## config.mk

```make
export PLATFORM = sky130hd
export DESIGN_NAME = morse_element_sequencer
export DESIGN_NICKNAME = d
export VERILOG_FILES = /design/src/rtl/morse_pkg.sv /design/src/rtl/morse_unit_timer.sv /design/src/rtl/morse_element_sequencer.sv
export SDC_FILE = /design/constraint.sdc
export NUM_CORES = 1
export LEC_CHECK = 0
export BUFFER_PORTS_ARGS = -buffer_cell sky130_fd_sc_hd__buf_2
export CELL_PAD_IN_SITES_DETAIL_PLACEMENT = 1
export CELL_PAD_IN_SITES_GLOBAL_PLACEMENT = 1
export CORE_UTILIZATION = 50
export CTS_CLUSTER_DIAMETER = 100
export CTS_CLUSTER_SIZE = 8
export DETAILED_ROUTE_END_ITERATION = 8
export GPL_TIMING_DRIVEN = 0
export HOLD_SLACK_MARGIN = 0.12
export PLACE_DENSITY = 0.87
export SYNTH_ARGS = -nofsm -noshare
export SYNTH_HDL_FRONTEND = slang
export SYNTH_SLANG_ARGS = --single-unit
```

## constraint.sdc

```tcl
create_clock -name clk -period 4.7 [get_ports clk]
set_input_delay 0.47 -clock clk [delete_from_list [all_inputs] [get_ports clk]]
set_output_delay 0.47 -clock clk [all_outputs]
set_load 0.05 [all_outputs]
```

## src/rtl/morse_pkg.sv

```systemverilog
// Shared state encoding and ITU timing constants for the Morse element sequencer.
package morse_pkg;

  typedef enum logic [1:0] {
    IDLE = 2'd0,
    MARK = 2'd1,
    EGAP = 2'd2,
    CGAP = 2'd3
  } state_t;

  localparam logic [2:0] DOT_UNITS    = 3'd1;
  localparam logic [2:0] DASH_UNITS   = 3'd3;
  localparam logic [2:0] EGAP_UNITS   = 3'd1;
  localparam logic [2:0] CGAP_UNITS   = 3'd3;
  localparam logic [2:0] WORD_UNITS   = 3'd7;
  localparam logic [2:0] MAX_ELEMENTS = 3'd5;

  // Mark duration in units for one element bit (1 = dash, 0 = dot).
  function automatic logic [2:0] elem_units(input logic is_dash);
    return is_dash ? DASH_UNITS : DOT_UNITS;
  endfunction

endpackage

```

## src/rtl/morse_unit_timer.sv

```systemverilog
// Unit prescaler: counts 0..UNIT_CYCLES-1 while running and pulses tick on the wrap.
module morse_unit_timer #(
  parameter logic [23:0] UNIT_CYCLES = 24'd10_000_000
) (
  input  logic clk,
  input  logic rst_n,
  input  logic clear,
  input  logic run,
  output logic tick
);

  logic [23:0] r_count;
  logic        w_wrap;

  assign w_wrap = (r_count == (UNIT_CYCLES - 24'd1));
  assign tick   = run & w_wrap;

  always_ff @(posedge clk or negedge rst_n) begin
    if (!rst_n) begin
      r_count <= 24'd0;
    end else if (clear) begin
      // Restart on every accepted character so its first unit is full length.
      r_count <= 24'd0;
    end else if (run) begin
      if (w_wrap) r_count <= 24'd0;
      else        r_count <= r_count + 24'd1;
    end
  end

endmodule

```

## src/rtl/morse_element_sequencer.sv

```systemverilog
// Pulls encoded characters over valid/ready and keys morse_out with ITU element,
// character and word timing derived from a single unit prescaler.
module morse_element_sequencer
  import morse_pkg::*;
#(
  parameter logic [23:0] UNIT_CYCLES = 24'd10_000_000
) (
  input  logic       clk,
  input  logic       rst_n,
  input  logic       sym_valid,
  output logic       sym_ready,
  input  logic       sym_space,
  input  logic [2:0] sym_len,
  input  logic [4:0] sym_pattern,
  output logic       morse_out,
  output logic       busy
);

  state_t     r_state;
  logic [4:0] r_pattern;
  logic [2:0] r_elems;
  logic [2:0] r_units;
  logic       r_morse;

  logic w_transfer;
  logic w_tick;
  logic w_run;
  logic w_last_unit;
  logic w_len_ok;

  assign sym_ready   = (r_state == IDLE);
  assign busy        = (r_state != IDLE);
  assign morse_out   = r_morse;
  assign w_transfer  = sym_valid & sym_ready;
  assign w_run       = busy;
  assign w_last_unit = w_tick & (r_units == 3'd1);
  assign w_len_ok    = (sym_len != 3'd0) && (sym_len <= MAX_ELEMENTS);

  morse_unit_timer #(
    .UNIT_CYCLES(UNIT_CYCLES)
  ) u_timer (
    .clk  (clk),
    .rst_n(rst_n),
    .clear(w_transfer),
    .run  (w_run),
    .tick (w_tick)
  );

  always_ff @(posedge clk or negedge rst_n) begin
    if (!rst_n) begin
      r_state   <= IDLE;
      r_pattern <= 5'd0;
      r_elems   <= 3'd0;
      r_units   <= 3'd0;
      r_morse   <= 1'b0;
    end else begin
      // Units count down on ticks; a state ends on the tick that finds one unit left.
      if (w_tick && (r_units != 3'd1)) begin
        r_units <= r_units - 3'd1;
      end
      case (r_state)
        IDLE: begin
          if (w_transfer) begin
            if (sym_space) begin
              r_state <= CGAP;
              r_units <= WORD_UNITS;
              r_morse <= 1'b0;
            end else if (w_len_ok) begin
              r_pattern <= sym_pattern;
              r_elems   <= sym_len;
              r_state   <= MARK;
              r_units   <= elem_units(sym_pattern[0]);
              r_morse   <= 1'b1;
            end
          end
        end
        MARK: begin
          if (w_last_unit) begin
            r_elems <= r_elems - 3'd1;
            r_morse <= 1'b0;
            if (r_elems > 3'd1) begin
              r_pattern <= r_pattern >> 1;
              r_state   <= EGAP;
              r_units   <= EGAP_UNITS;
            end else begin
              r_state <= CGAP;
              r_units <= CGAP_UNITS;
            end
          end
        end
        EGAP: begin
          if (w_last_unit) begin
            r_state <= MARK;
            r_units <= elem_units(r_pattern[0]);
            r_morse <= 1'b1;
          end
        end
        CGAP: begin
          if (w_last_unit) begin
            r_state <= IDLE;
            r_units <= 3'd0;
          end
        end
        default: begin
          r_state <= IDLE;
          r_morse <= 1'b0;
        end
      endcase
    end
  end

endmodule

```

# Yosys cells after proc, flatten, opt, wreduce, memory -nomap -nowiden
# Cells that the tools add are included.
# totals
ff_bits	38
inputBits	12
out_inout_bits	3
# classes
n_mux	39
n_eq_ne	14
reduce_logical	12
bitwise_logic	3
n_lt_le_gt_ge	2
addsub	3
# op_table
cell	n
2-to-1 mux 24 bit	3
2-to-1 mux 3 bit	11
2-to-1 mux 5 bit	5
adder 24 x 1 -> 24 bit, second input constant	1
== test 24 bit, second input constant	1
2-to-1 mux 2 bit	9
AND reduction 5 bit	3
case mux 3 bit (4 select lines)	1
inequality test 2 bit, second input constant	5
case mux 5 bit (2 select lines)	1
case mux 2 bit (4 select lines)	1
2-to-1 mux 1 bit	6
inequality test 3 x 1 -> 1 bit, second input constant	2
case mux 3 bit (2 select lines)	1
AND reduction 6 bit	1
nonzero test 2 bit	3
nonzero test 3 bit	2
subtractor 3 x 1 -> 3 bit, second input constant	2
== test 2 bit, second input constant	2
inequality test 2 x 1 -> 1 bit, second input constant	2
AND 1 bit	3
== test 3 x 1 -> 1 bit, second input constant	1
> comparator 3 x 1 -> 1 bit, second input constant	1
<= comparator 3 bit, second input constant	1
4 further kinds	5

# Logic depth before layout (Yosys ltp)
# logic_depth
depth_word	8
ltp_mapped	8
mapped_depth_nobuf	7

# Hierarchy
# Synthesis repeated with hierarchy kept, for this count alone.
# hier_totals
cells_unflattened	251
hier_area_um2	2453.6
# modules_own_cells
module	area_each_um2	instances	cells_per_inst
morse_unit_timer	1416.4	1	148
morse_element_sequencer	1037.2	1	103

# Least setup slack after synthesis
# No wires, ideal clock.
# synth_timing
path_type	flip-flop to flip-flop
from	reg r_state[0]
to	reg u_timer.r_count[15]
setup_time_ns	0.079
t_arrival_ns	2.520
t_required_ns	4.621
path_slack_ns	2.101
stages_incl_launch_ff	9
cell_sequence	dfrtp_1 -> inv_1 -> ha_1 -> clkbuf_1 -> inv_1 -> nor2_1 -> clkbuf_1 -> a21oi_1 -> mux2i_1
# synth_between
elab_chain_len	3
elab_cells_between_ends	5
classes_between	1 x mux; 1 x bitwise; 3 x reduce/logical
# synth_rtl
item	line	source
start, declared	morse_element_sequencer.sv:19	state_t r_state;
start signal, assigned	morse_element_sequencer.sv:51	r_state <= IDLE;
start signal, assigned	morse_element_sequencer.sv:65	r_state <= CGAP;
start signal, assigned	morse_element_sequencer.sv:71	r_state <= MARK;
zero test 2 bit *	morse_element_sequencer.sv:31	assign sym_ready = (r_state == IDLE);
net sym_ready	morse_element_sequencer.sv:11	output logic sym_ready,
AND 1 bit *	morse_element_sequencer.sv:34	assign w_transfer = sym_valid & sym_ready;
2-to-1 mux 24 bit / nonzero test 2 bit (equally long branches)	-	
end signal, assigned	morse_unit_timer.sv:26	else r_count <= r_count + 24'd1;
end, declared	morse_unit_timer.sv:12	logic [23:0] r_count;
# Mark *: on every way through the listed nets, which the timed path passes. The rest lies on a longest branch.
# A chain may end at the register's enable or synchronous reset.

# Worst setup path in the final report
# layout_timing
from	reg r_state[0]
to	reg u_timer.r_count[16]
# layout_between
elab_chain_len	3
elab_cells_between_ends	5
classes_between	1 x mux; 1 x bitwise; 3 x reduce/logical
# layout_rtl
item	line
zero test 2 bit	morse_element_sequencer.sv:31
AND 1 bit	morse_element_sequencer.sv:34
2-to-1 mux 24 bit / nonzero test 2 bit (equally long branches)	-
# Several ways; a longest one is shown, not always the timed one.

==> out/summary.txt <==
===========================================================================================
Sequential cell area                                                            950.9 sq um
Static Leak                                                                        1.187 nW
Count of buffers from port buffering                                                     14
Psw                                                                               0.1406 mW
Areal power density over the cells                                             234.5 nW/um^2
Register area share after synthesis                                                  39.03%
Final setup fails                                                                         0
DRT antenna net count                                                                     0
Setup repair after global routing missed its margin                                   false
Die X                                                                              71.80 um
Transition at the pin with the smallest max-transition slack                      0.8973 ns
Capturing element type of the critical path                                        register
Switching power as a share of total power                                            22.34%
Post-cts sizing count                                                                     0
Final critical-path share of the clock period                                        59.76%
Final clock skew                                                                0.006187 ns
Routed wire length                                                                  6393 um
Flip-flop and latch count after synthesis                                                38
Maximum clock frequency                                                          0.3560 GHz
Total Routing Usage GR                                                               27.52%
EDFF count, synth                                                                         0
GRT Residual Overflow                                                                     0
Max Fanout on Critical Path                                                              10
Internal Power                                                                    0.4886 mW
Placed wire-length estimate after detailed placement                                4608 um
Number of design-rule violations left by the first detailed-router iteration            186
Ordered cell list for the critical path                                        inv_1 > ha_1 > clkbuf_1 > inv_1 > nor2_1 > clkbuf_1 > o21ai_0 > o21ai_0
Max clock buf depth                                                                       2
Clock tree from TritonCTS                                                              done
Worst skew pair latency                                                             0.30 ns
Routed WL per cell                                                                 18.69 um
Share of layout cells above drive strength 1                                         15.97%
Top-level I/O count                                                                      15
Async S/R FF share, synth                                                            100.0%
Growth of design area from synthesis to finish                                       10.12%
Worst r2r src                                                                  r_state[0]$_DFFE_PN0P_
Nets@finish                                                                             309
Slowest stage delay, CP                                                             0.51 ns
Fill cell total of the finished layout                                                  567
Final count of pins violating max slew                                                    0
Maximum vdd drop                                                                  0.1545 mV
Final worst-path setup slack                                                       1.891 ns
Initial antenna violation count                                                           0
Type of the worst setup path                                                   register to register
Last weighted congestion value of the routability-driven placer                      0.8340
Area of the die                                                                  5155 sq um
Reg2reg setup slack                                                                 1.89 ns
Run status                                                                        completed
Relative max-transition margin                                                       40.18%
Path depth of the worst reg2reg path                                                      8
Clock Sink Count                                                                         38
Area of the core region                                                          4692 sq um
Total area of multi-input combinational cells                                    1383 sq um
Clock-pin slew on the worst setup and hold paths                                    0.08 ns
Number of setup buffers added after CTS                                                   0
Total Power Consumption                                                           0.6292 mW
Number of buffers inserted for hold repair after clock tree synthesis                     0
Row count                                                                                25
Synthesized instance count                                                              266
Minimum clock period after layout                                                  2.809 ns
Most used DFF post-synth                                                            dfrtp_1
Number of maximum-capacitance constraint violations                                       0
Post-synthesis net count                                                                288
Vertical die dimension                                                             71.80 um
Antenna cell count                                                                        0
Required time at the endpoint of the critical path                                  4.92 ns
Detailed-routing iteration count for the pre-antenna-repair pass                          4
CP Launch Type                                                                     register
Effective utilization at floorplan                                                   51.92%
First-pass GRT wire length                                                         11000 um
Number of warnings issued by yosys                                                        0
Worst slack at placement                                                           1.963 ns
Final Hold Viols                                                                          0
Total standard cell area after synthesis                                         2436 sq um
Part of the total power dissipated in the clock network                               45.4%
Logic pwr share                                                                        2.7%
Class of the most critical hold timing path                                    input pin to async pin
Unique masters post-synth                                                                58
Sequential share of power                                                             51.9%
Number of buffers added by the clock tree synthesis step                                  5
Clk root buf                                                                       clkbuf_8
Via count of the first global-routing pass                                             2267
DRC violation count after routing                                                         0
Crit path DAT                                                                       3.03 ns
Setup TNS                                                                              0 ns
Routed via count                                                                       2201
Synth Area per Inst                                                             9.158 sq um
DR vias/cell                                                                          6.436
Pin count of the biggest net entering global routing                                     39
Worst r2r dst                                                                  u_timer.r_count[16]$_DFFE_PN0N_
CTS H-tree depth                                                                          2
Critical Path Slowest Stage Cell                                                     nor2_1
===========================================================================================
==> worst max-delay path: cells and delay by family (launching register included) <==
kind	cells	cell delay, ns
AO/OA/AOI/OAI	2	0.26
adder cells (fa/ha/maj)	1	0.29
flip-flops	1	0.43
buffers and inverters	4	1.25
AND/OR/NAND/NOR	1	0.51
==> stage by stage <==
stage	hold WS (ns)	utilization (%)	cells	area [sq um]
final	0.2894	57.17	342	2683
after detailed placement	0.4911	54.85	334	2574
after global routing	0.3681	57.17	342	2683
after CTS	0.3265	57.17	342	2683
after floorplan	0.1744	-	266	2436
after global placement	0.4845	54.85	334	2574
==> placed cells by master, fill, tap and decap left out, types with 2 or more instances in the layout <==
cell type,n
mux2i_1,7
clkinv_2,2
a21oi_1,20
xnor2_1,2
dfrtp_1,38
nand4_1,9
ha_1,10
a22o_1,2
a31oi_1,9
or3b_2,2
o21ai_0,22
nor3_1,6
a22oi_1,2
nor4_1,4
mux2_2,10
and4_1,2
or3_1,7
clkbuf_8,5
clkbuf_1,7
nand2b_1,3
or4_1,3
buf_2,15
and3_1,2
nand3_1,14
o32ai_1,2
inv_1,15
nor2_1,12
nand2_1,22
a31o_2,2
==> cell families after synthesis <==
kind of cell	synth area share (%)
muxes	7.499
buffers and inverters	4.211
AOI/OAI and AO/OA	20.75
adders and majority gates	5.136
xor gates and xnor gates	1.079
DFF	39.03
and+or+nand+nor	22.29
==> state kept, by name, indices dropped and copies added (netlist names) <==
name	cells
r_state	2
u_timer.r_count	24
r_pattern	5
r_units	3
r_elems	3
morse_out	1
==> power by group through the flow <==
| stage | Combinational, mW | Sequential (mW) | Clock [mW] |
|---|---|---|---|
| 3_3_place_gp | 0.0169 | 0.333 | 0 |
| 3_5_place_dp | 0.0175 | 0.333 | 0 |
| 5_1_grt | 0.0193 | 0.327 | 0.300 |
| 2_1_floorplan | 0.00329 | 0.333 | 0 |
| 6_report | 0.0169 | 0.327 | 0.286 |
| 4_1_cts | 0.0175 | 0.327 | 0.287 |
==> final cells by class <==
cell class              count  area share (%)
clock inverters             3           1.493
flip-flops and latches     38           35.45
well taps                  54           2.519
clock buffers               5           2.565
multi-input cells         203           51.54
inverters                  15           2.099
repair buffers             14           2.612
plain buffers              10           1.726
==> synth_stat cells, drive strengths merged (7+ instances only) <==
| library cell | instances | area [sq um] |
|---|---|---|
| dfrtp | 38 | 950.9 |
| nand4 | 9 | 56.30 |
| clkbuf | 7 | 26.28 |
| nor2 | 12 | 45.04 |
| a21oi | 21 | 108.9 |
| nor3 | 7 | 40.04 |
| mux2 | 10 | 112.6 |
| o21ai | 22 | 110.1 |
| a31oi | 9 | 56.30 |
| inv | 15 | 56.30 |
| nand2 | 22 | 82.58 |
| or3 | 7 | 43.79 |
| ha | 10 | 125.1 |
| nand3 | 14 | 70.07 |
| mux2i | 7 | 70.07 |
==> worst max-delay path by stage <==
stage,start,slack [ns],cells past startpoint,endpoint
global placement,r_state[0]$_DFFE_PN0P_,1.95,8,u_timer.r_count[19]$_DFFE_PN0N_
finish,r_state[0]$_DFFE_PN0P_,1.89,8,u_timer.r_count[16]$_DFFE_PN0N_
floorplan,r_state[0]$_DFFE_PN0P_,2.10,8,u_timer.r_count[15]$_DFFE_PN0N_
global route,r_state[0]$_DFFE_PN0P_,1.63,8,u_timer.r_count[16]$_DFFE_PN0N_
CTS,r_state[0]$_DFFE_PN0P_,1.92,8,u_timer.r_count[16]$_DFFE_PN0N_
detailed placement,r_state[0]$_DFFE_PN0P_,1.96,8,u_timer.r_count[15]$_DFFE_PN0N_
==> per-layer routing <==
layer / track usage, % / routed length (um) / vias to the layer above
met5: 0 / 0 / -
met4: 10.68 / 105 / 0
met3: 3.516 / 158 / 11
met2: 48.53 / 3350 / 40
met1: 34.23 / 2779 / 1112
li1: - / - / 1038
Power figures use the tool's default switching activity.
